===== src/rtl/uart_pkg.sv =====
// Shared UART types and frame helpers used by the TX block (and later RX).
package uart_pkg;

  typedef enum logic [2:0] {
    IDLE,
    START,
    DATA,
    PARITY,
    STOP
  } tx_state_t;

  localparam logic IDLE_LINE = 1'b1;

  // Total bit periods in one frame: start + data + optional parity + stop(s)
  function automatic int unsigned frame_bits(input int unsigned data_bits,
                                             input int unsigned parity_en,
                                             input int unsigned stop_bits);
    return 1 + data_bits + parity_en + stop_bits;
  endfunction

endpackage


===== src/rtl/uart_bit_timer.sv =====
// Bit-period counter: registered wrap pulse and mid-bit half indicator for TXC.
module uart_bit_timer #(
  parameter int unsigned CLK_DIV = 16
) (
  input  logic clk,
  input  logic rst,
  input  logic enable,
  output logic bit_done,
  output logic half
);

  localparam int unsigned CW = $clog2(CLK_DIV);
  localparam logic [CW-1:0] LAST_CNT = CW'(CLK_DIV - 1);
  localparam logic [CW-1:0] HALF_CNT = CW'(CLK_DIV / 2);

  logic [CW-1:0] cnt;
  logic [CW-1:0] cnt_nxt;

  always_comb begin
    cnt_nxt = '0;
    if (enable && (cnt != LAST_CNT)) cnt_nxt = cnt + CW'(1);
  end

  // Flags are registered from the next count so they line up with cnt itself.
  always_ff @(posedge clk) begin
    if (rst) begin
      cnt      <= '0;
      half     <= 1'b0;
      bit_done <= 1'b0;
    end else begin
      cnt      <= cnt_nxt;
      half     <= enable && (cnt_nxt >= HALF_CNT);
      bit_done <= enable && (cnt_nxt == LAST_CNT);
    end
  end

endmodule


===== src/rtl/uart_tx.sv =====
// UART transmitter: start, LSB-first data, optional parity, stop bits, plus mid-bit TXC.
module uart_tx
  import uart_pkg::*;
#(
  parameter int unsigned CLK_DIV    = 16,
  parameter int unsigned DATA_BITS  = 8,
  parameter int unsigned PARITY_EN  = 0,
  parameter int unsigned PARITY_ODD = 0,
  parameter int unsigned STOP_BITS  = 1
) (
  input  logic                 clk,
  input  logic                 rst,
  input  logic [DATA_BITS-1:0] DQ,
  input  logic                 TX_START,
  output logic                 TXD,
  output logic                 TXC,
  output logic                 TX_BUSY,
  output logic                 TX_END
);

  localparam int unsigned BW = $clog2(DATA_BITS);
  localparam logic [BW-1:0] LAST_BIT = BW'(DATA_BITS - 1);
  localparam logic LAST_STOP  = 1'(STOP_BITS - 1);
  localparam logic ODD_SENSE  = 1'(PARITY_ODD);
  localparam logic HAS_PARITY = (PARITY_EN != 0);

  tx_state_t            state;
  logic [DATA_BITS-1:0] shreg;
  logic [BW-1:0]        bit_idx;
  logic                 stop_idx;
  logic                 par;
  logic                 bit_done;
  logic                 timer_en;

  assign timer_en = (state != IDLE);

  uart_bit_timer #(.CLK_DIV(CLK_DIV)) u_timer (
    .clk      (clk),
    .rst      (rst),
    .enable   (timer_en),
    .bit_done (bit_done),
    .half     (TXC)
  );

  // Frame sequencer; TXD only moves on a bit-period wrap.
  always_ff @(posedge clk) begin
    if (rst) begin
      state    <= IDLE;
      TXD      <= IDLE_LINE;
      TX_BUSY  <= 1'b0;
      TX_END   <= 1'b0;
      shreg    <= '0;
      bit_idx  <= '0;
      stop_idx <= 1'b0;
      par      <= 1'b0;
    end else begin
      TX_END <= 1'b0;
      case (state)
        IDLE: begin
          if (TX_START) begin
            shreg   <= DQ;
            par     <= (^DQ) ^ ODD_SENSE;
            state   <= START;
            TXD     <= 1'b0;
            TX_BUSY <= 1'b1;
          end
        end
        START: begin
          if (bit_done) begin
            TXD     <= shreg[0];
            shreg   <= shreg >> 1;
            bit_idx <= '0;
            state   <= DATA;
          end
        end
        DATA: begin
          if (bit_done) begin
            if (bit_idx == LAST_BIT) begin
              if (HAS_PARITY) begin
                state <= PARITY;
                TXD   <= par;
              end else begin
                state    <= STOP;
                TXD      <= IDLE_LINE;
                stop_idx <= 1'b0;
              end
            end else begin
              bit_idx <= bit_idx + BW'(1);
              TXD     <= shreg[0];
              shreg   <= shreg >> 1;
            end
          end
        end
        PARITY: begin
          if (bit_done) begin
            state    <= STOP;
            TXD      <= IDLE_LINE;
            stop_idx <= 1'b0;
          end
        end
        STOP: begin
          if (bit_done) begin
            if (stop_idx == LAST_STOP) begin
              state   <= IDLE;
              TX_BUSY <= 1'b0;
              TX_END  <= 1'b1;
            end else begin
              stop_idx <= 1'b1;
            end
          end
        end
        default: state <= IDLE;
      endcase
    end
  end

endmodule


===== config.mk =====
export PLATFORM = sky130hd
export DESIGN_NAME = uart_tx
export DESIGN_NICKNAME = d
export VERILOG_FILES = /design/src/rtl/uart_pkg.sv /design/src/rtl/uart_bit_timer.sv /design/src/rtl/uart_tx.sv
export SDC_FILE = /design/constraint.sdc
export NUM_CORES = 1
export LEC_CHECK = 0
export CORE_MARGIN = 3
export CORE_UTILIZATION = 45
export CTS_BUF_LIST = sky130_fd_sc_hd__clkbuf_4 sky130_fd_sc_hd__clkbuf_8
export DETAILED_ROUTE_END_ITERATION = 8
export HOLD_SLACK_MARGIN = 0.12
export PLACE_DENSITY = 0.67
export SYNTH_ARGS = -nofsm -noshare
export SYNTH_HDL_FRONTEND = slang
export SYNTH_SLANG_ARGS = --single-unit

===== constraint.sdc =====
create_clock -name clk -period 2.3 [get_ports clk]
set_input_delay 0.46 -clock clk [delete_from_list [all_inputs] [get_ports clk]]
set_output_delay 0.46 -clock clk [all_outputs]
set_load 0.05 [all_outputs]

==> results of run 1 <==
worst max-delay path by stage:
stage                            start                     to  slack [ns]  depth (start not counted)
2_1_floorplan  bit_idx[0]$_SDFFE_PP0P_  shreg[2]$_SDFFE_PP0P_        0.66                          7
5_1_grt           TX_BUSY$_SDFFE_PP0P_                TX_BUSY        0.29                          1
4_1_cts           TX_BUSY$_SDFFE_PP0P_                TX_BUSY        0.36                          1
3_3_place_gp                  TX_START  shreg[0]$_SDFFE_PP0P_        0.28                          6
3_5_place_dp                  TX_START  shreg[0]$_SDFFE_PP0P_        0.24                          6
6_report          TX_BUSY$_SDFFE_PP0P_                TX_BUSY        0.37                          1
synthesized netlist by cell type (all sizes together), types with 2 or more instances:
master,instances
nor3,5
buf,6
dfxtp,23
inv,4
nor2b,2
nor3b,4
nand3,2
o21ai,3
and2b,2
mux2i,8
nor2,13
o2111ai,2
nand2,5
nand2b,2
a21oi,6
a211oi,9
ha,3
cell type report:
cell class | instances | area share (%)
Sequential cell | 23 | 35.0
Timing Repair Buffer | 17 | 12.4
Clock buffer | 4 | 2.28
Tap cell | 28 | 2.66
Multi-Input combinational cell | 78 | 46.5
Inverter | 4 | 1.14
per-layer routing:
layer | part of all wire (%) | vias to the layer above | global-route usage [%] | wire length (um)
met4 | 0.58 | 0 | 2.03 | 11
met1 | 48 | 376 | 17.3 | 911
met2 | 48 | 8 | 20.0 | 902
met3 | 3.5 | 2 | 5.34 | 66
met5 | 0 | - | 0 | 0
li1 | - | 432 | - | -
registers in the layout (all words and copies together) (netlist names):
register,cells
TXD,1
state,3
TX_BUSY,1
u_timer.cnt,4
u_timer.bit_done,1
bit_idx,3
TX_END,1
u_timer.half,1
shreg,8
power by group:
group | switching, mW | total, mW | internal, mW
clock | 0.116 | 0.195 | 0.0794
combinational | 0.0672 | 0.130 | 0.0631
sequential | 0.0117 | 0.429 | 0.417
total | 0.195 | 0.755 | 0.560
per-stage QoR:
stage	utilization (%)	hold slack [ns]	cells
after floorplan	-	0.436	112
after global placement	55.9	0.445	150
after detailed placement	55.9	0.468	150
after CTS	57.2	0.486	154
after global routing	57.2	0.504	154
final	57.2	0.487	154
logic make-up after synthesis:
| group | share of synthesized area [%] |
|---|---|
| DFF | 40.7 |
| adders and majority gates | 3.32 |
| AOI/OAI and AO/OA | 20.4 |
| and+or+nand+nor | 21.7 |
| xor gates and xnor gates | 1.55 |
| muxes | 7.07 |
| buffers and inverters | 5.30 |
placed cells by master (no fill, tap or decap), types with 4 or more instances in the layout:
master,synthesis,routed
dfxtp_1,23,23
clkdlybuf4s50_1,0,14
nor2_1,11,11
mux2i_1,8,8
a211oi_2,6,6
nand2_1,5,5
a21oi_1,5,5
nor3_1,5,5
inv_1,4,4
clkbuf_4,0,4
==> impl_metrics.yaml, run 1 <==
placement:
  gp_congestion: 0.701
  hpwl_um: 1390
  dpl_worst_slack_ns: 0.236
  port_buffers: 14
  placed_area_mm2: 0.00128
timing:
  period_needed_ns: 1.93
  finalCritPeriodShare_pct: 83.8
  fmaxAchievable_mhz: 519
  fin_skew_ns: 0.0105
  relSlewSlack_pct: 64.6
  finalHoldViolCount: 0
  setup_tns_ns: 0
  rsz0062_at_grt: "false"
  fin_ws_ns: 0.372
  worst_slew_pin_slew_ns: 0.531
  drv_slew: 0
  finalSetupViolCount: 0
route:
  drc: 0
  wl_per_cell_um: 12.3
  wl_um: 1890
  first_pass_iters: 4
  first_iter_violations: 4
  num_vias: 818
  ant_nets: 0
  vias_per_cell: 5.31
clocking:
  postCtsSetupBuffers: 0
  cts_buffers: 3
  cts.sinks: 23
  clk-insertion-delay-late_ns: 0.31
  clk_transition_reported_paths_ns: 0.11
  holdBufCountCts: 0
  clock_path_buffers: 2
  cts_resized: 0
  tritoncts: "built"
  cts_htree_levels: 1
  cts-root-buf: "clkbuf_4"
worst_setup_path:
  reg2reg_slack_ns: 0.51
  path_delay_family: "buffers and inverters"
  r2r-end: "shreg[0]$_SDFFE_PP0P_"
  worst-r2r-cell-count: 4
  crit_type: "reg2out"
  cpPeakStageDelay_ns: 0.81
  crit_buf_inv: 1
  end_kind: "output pin"
  cp_data_arrival_time_ns: 1.47
  worstPathRequired_ns: 1.84
  path_max_fanout: 3
  cp_cell_sequence: "clkdlybuf4s50_1"
  startpoint_type: "flip-flop"
  cp_slowest_cell: "clkdlybuf4s50_1"
  r2r-start: "state[1]$_SDFFE_PP0P_"
power:
  ir_worst_vdd_v: 0.000398
  powerDensity_mw_per_mm2: 574
  p_total_mw: 0.755
  leakagePower_nw: 0.535
yosys:
  ys_types: 39
  yosysWarnings: 0
  syn_area_per_cell_um2: 10.1
  async_reset_ff_share_pct: 0
  netlist_instances: 112
  netlist.area_leader.share_pct: 40.7
  seq_area_frac_synth_pct: 40.7
  ys_top_cells_by_area: "dfxtp_1 (41%), mux2i_1 (7.1%), a211oi_2 (6.6%), nor2_1 (3.6%), ha_1 (3.3%)"
  syn_nets: 126
  synth_edf_count: 0
  synth-seq-cells: 23
  synth_area_mm2: 0.00113
  synth_top_area_cell: "dfxtp_1"
  synthFlopType: "dfxtp_1"
layout:
  seq_area_um2: 460
  area_growth_syn_to_layout_pct: 16.1
  final_area_mm2: 0.00132
  n_antenna_cell: 0
  n_fill_cell: 212
  multi_input_area_um2: 612
  drive_gt1_share_pct: 19.0
  finalNetCount: 141
min_path:
  min_from: "shreg[7]$_SDFFE_PP0P_"
  min_to: "shreg[7]$_SDFFE_PP0P_"
  min_path_cells: 2
  hold_class: "reg2reg"
global_routing:
  overflow: 0
  grt_pass1_vias: 776
  grt_usage_pct: 13.0
  grt_antenna_before_repair: 0
  grt_max_degree: 17
  grt_pass1_wl_um: 3370
floorplanning:
  pin_count: 15
  fp.dieArea_mm2: 0.00315
  initial_core_util_pct: 49.3
  rows: 17
  core_area_mm2: 0.00230
  die_y_um: 56.2
  fp.dieW_um: 56.2
run_status:
  status: "finished, final reports clean"
flow_run:
  maxCapViolCount: 0
(Power assumes the default switching activity.)
==> inputs of run 2 (changes only) <==
- PLACE_DENSITY: 0.67 -> 0.7
- clock period: 2.3 -> 1.75 ns (I/O delays scaled with it)
==> impl_metrics.yaml, run 2 (synthesis results as in run 1) <==
power:
  p_int_mw: 0.740
  pwr-share-comb_pct: 19.2
  pwr-share-clk_pct: 25.1
  leakagePower_nw: 0.585
  switchingPower_mw: 0.280
  p_total_mw: 1.02
  seqPwrFrac_pct: 55.7
  ir_worst_vdd_v: 0.000571
  powerDensity_mw_per_mm2: 721
  sw_frac_of_total_pct: 27.4
timing:
  fin_skew_ns: 0.00142
  finalHoldViolCount: 0
  fin_ws_ns: 0.0793
  worst_slew_pin_slew_ns: 0.379
  period_needed_ns: 1.67
  holdWs_ns: 0.482
  fmaxAchievable_mhz: 599
  relSlewSlack_pct: 74.7
  finalCritPeriodShare_pct: 95.5
  drv_slew: 0
  finalSetupViolCount: 0
clocking:
  cts.sinks: 23
  tritoncts: "built"
  cts-root-buf: "clkbuf_4"
  clock_path_buffers: 2
  holdBufCountCts: 0
  clk-insertion-delay-late_ns: 0.32
  clk_transition_reported_paths_ns: 0.13
  cts_buffers: 3
  cts_htree_levels: 1
layout:
  mostFrequentLayoutCell: "dfxtp_1"
  final_cell_mix: "dfxtp_1 (22), buf_4 (13), nor2_1 (11)"
  n_fill_cell: 205
  fin_cells: 162
  area_growth_syn_to_layout_pct: 25.0
  top_register: "shreg"
  drive_gt1_share_pct: 29.1
  n_antenna_cell: 0
  top_regs: "shreg: 8 flops, u_timer.cnt: 4 flops"
  largest_register_ffs: 8
  finalNetCount: 149
  utilization_pct: 61.6
placement:
  hpwl_um: 1560
  gp_congestion: 0.782
  dpl_worst_slack_ns: -0.101
  placed_cells: 155
  port_buffers: 14
route:
  first_iter_violations: 15
  num_vias: 872
  wl_um: 2190
  wl_per_cell_um: 13.5
  first_pass_iters: 4
  ant_nets: 0
  vias_per_cell: 5.38
  drc: 0
global_routing:
  grt_max_degree: 17
  grt_usage_pct: 14.6
  grt_antenna_before_repair: 0
  overflow: 0
  grt_pass1_vias: 854
  grt_pass1_wl_um: 3680
worst_setup_path:
  end_kind: "flip-flop"
  path_max_fanout: 8
  worstPathRequired_ns: 2.01
  cp_data_arrival_time_ns: 1.93
  startpoint_type: "flip-flop"
  crit_type: "reg2reg"
floorplanning:
  core_area_mm2: 0.00230
  initial_core_util_pct: 49.3
  rows: 17
  pin_count: 15
  fp.dieW_um: 56.2
  fp.dieArea_mm2: 0.00315
  die_y_um: 56.2
flow_run:
  maxCapViolCount: 0
min_path:
  hold_class: "reg2reg"
run_status:
  status: "finished, final reports clean"
[run 2: metal layers]
metal  track usage (%)  vias up  wire [um]
met1              16.0      410        918
met2              26.5       14       1160
met5                 0        -          0
li1                  -      446          -
met4              3.05        0         13
met3              5.34        2         96
[run 2: cell type report]
type                       count  area (um^2)  area share [%]
sequential                    23          462            32.6
multi-input combinational     78          631            44.6
timing repair buffer          25          243            17.2
clock buffer                   3         22.5            1.59
inverter                       4         15.0            1.06
clock inverter                 1         7.51           0.531
tap                           28         35.0            2.48
[run 2: stage by stage]
| stage | instance area (um^2) | setup TNS [ns] |
|---|---|---|
| 2_1_floorplan | 1130 | 0 |
| 3_3_place_gp | 1330 | -0.543 |
| 3_5_place_dp | 1330 | -0.738 |
| 4_1_cts | 1370 | 0 |
| 5_1_grt | 1420 | -0.0198 |
| 6_report | 1420 | 0 |
[run 2: power groups by stage]
stage,sequential (mW),clock (mW),combinational [mW]
finish,0.568,0.256,0.196
global route,0.572,0.285,0.213
CTS,0.569,0.272,0.183
detailed placement,0.580,0,0.181
global placement,0.579,0,0.177
floorplan,0.587,0,0.115
[run 2: repair_timing]
| item | CTS | global route |
|---|---|---|
| pin swaps | 0 | 1 |
| setup endpoints to repair | 1 | 8 |
| buffers inserted | 0 | 2 |
| gates cloned | 0 | 1 |
| gates resized for setup | 1 | 2 |
[run 2: worst max-delay path, cell delays in order, from the launching register on]
cell and delay [ns]:
dfxtp_2 0.35, ha_1 0.19, ha_2 0.20, nand4bb_4 0.23, a31oi_4 0.24, clkbuf_16 0.20, nand3_2 0.08, a21oi_2 0.13
[run 2: final timing paths]
check / start / slack [ns] / cells past startpoint / endpoint
min reg2reg: bit_idx[1]$_SDFFE_PP0P_ / 0.48 / 2 / bit_idx[1]$_SDFFE_PP0P_
min: bit_idx[1]$_SDFFE_PP0P_ / 0.48 / 2 / bit_idx[1]$_SDFFE_PP0P_
max reg2reg: bit_idx[0]$_SDFFE_PP0P_ / 0.08 / 7 / shreg[7]$_SDFFE_PP0P_
max: bit_idx[0]$_SDFFE_PP0P_ / 0.08 / 7 / shreg[7]$_SDFFE_PP0P_
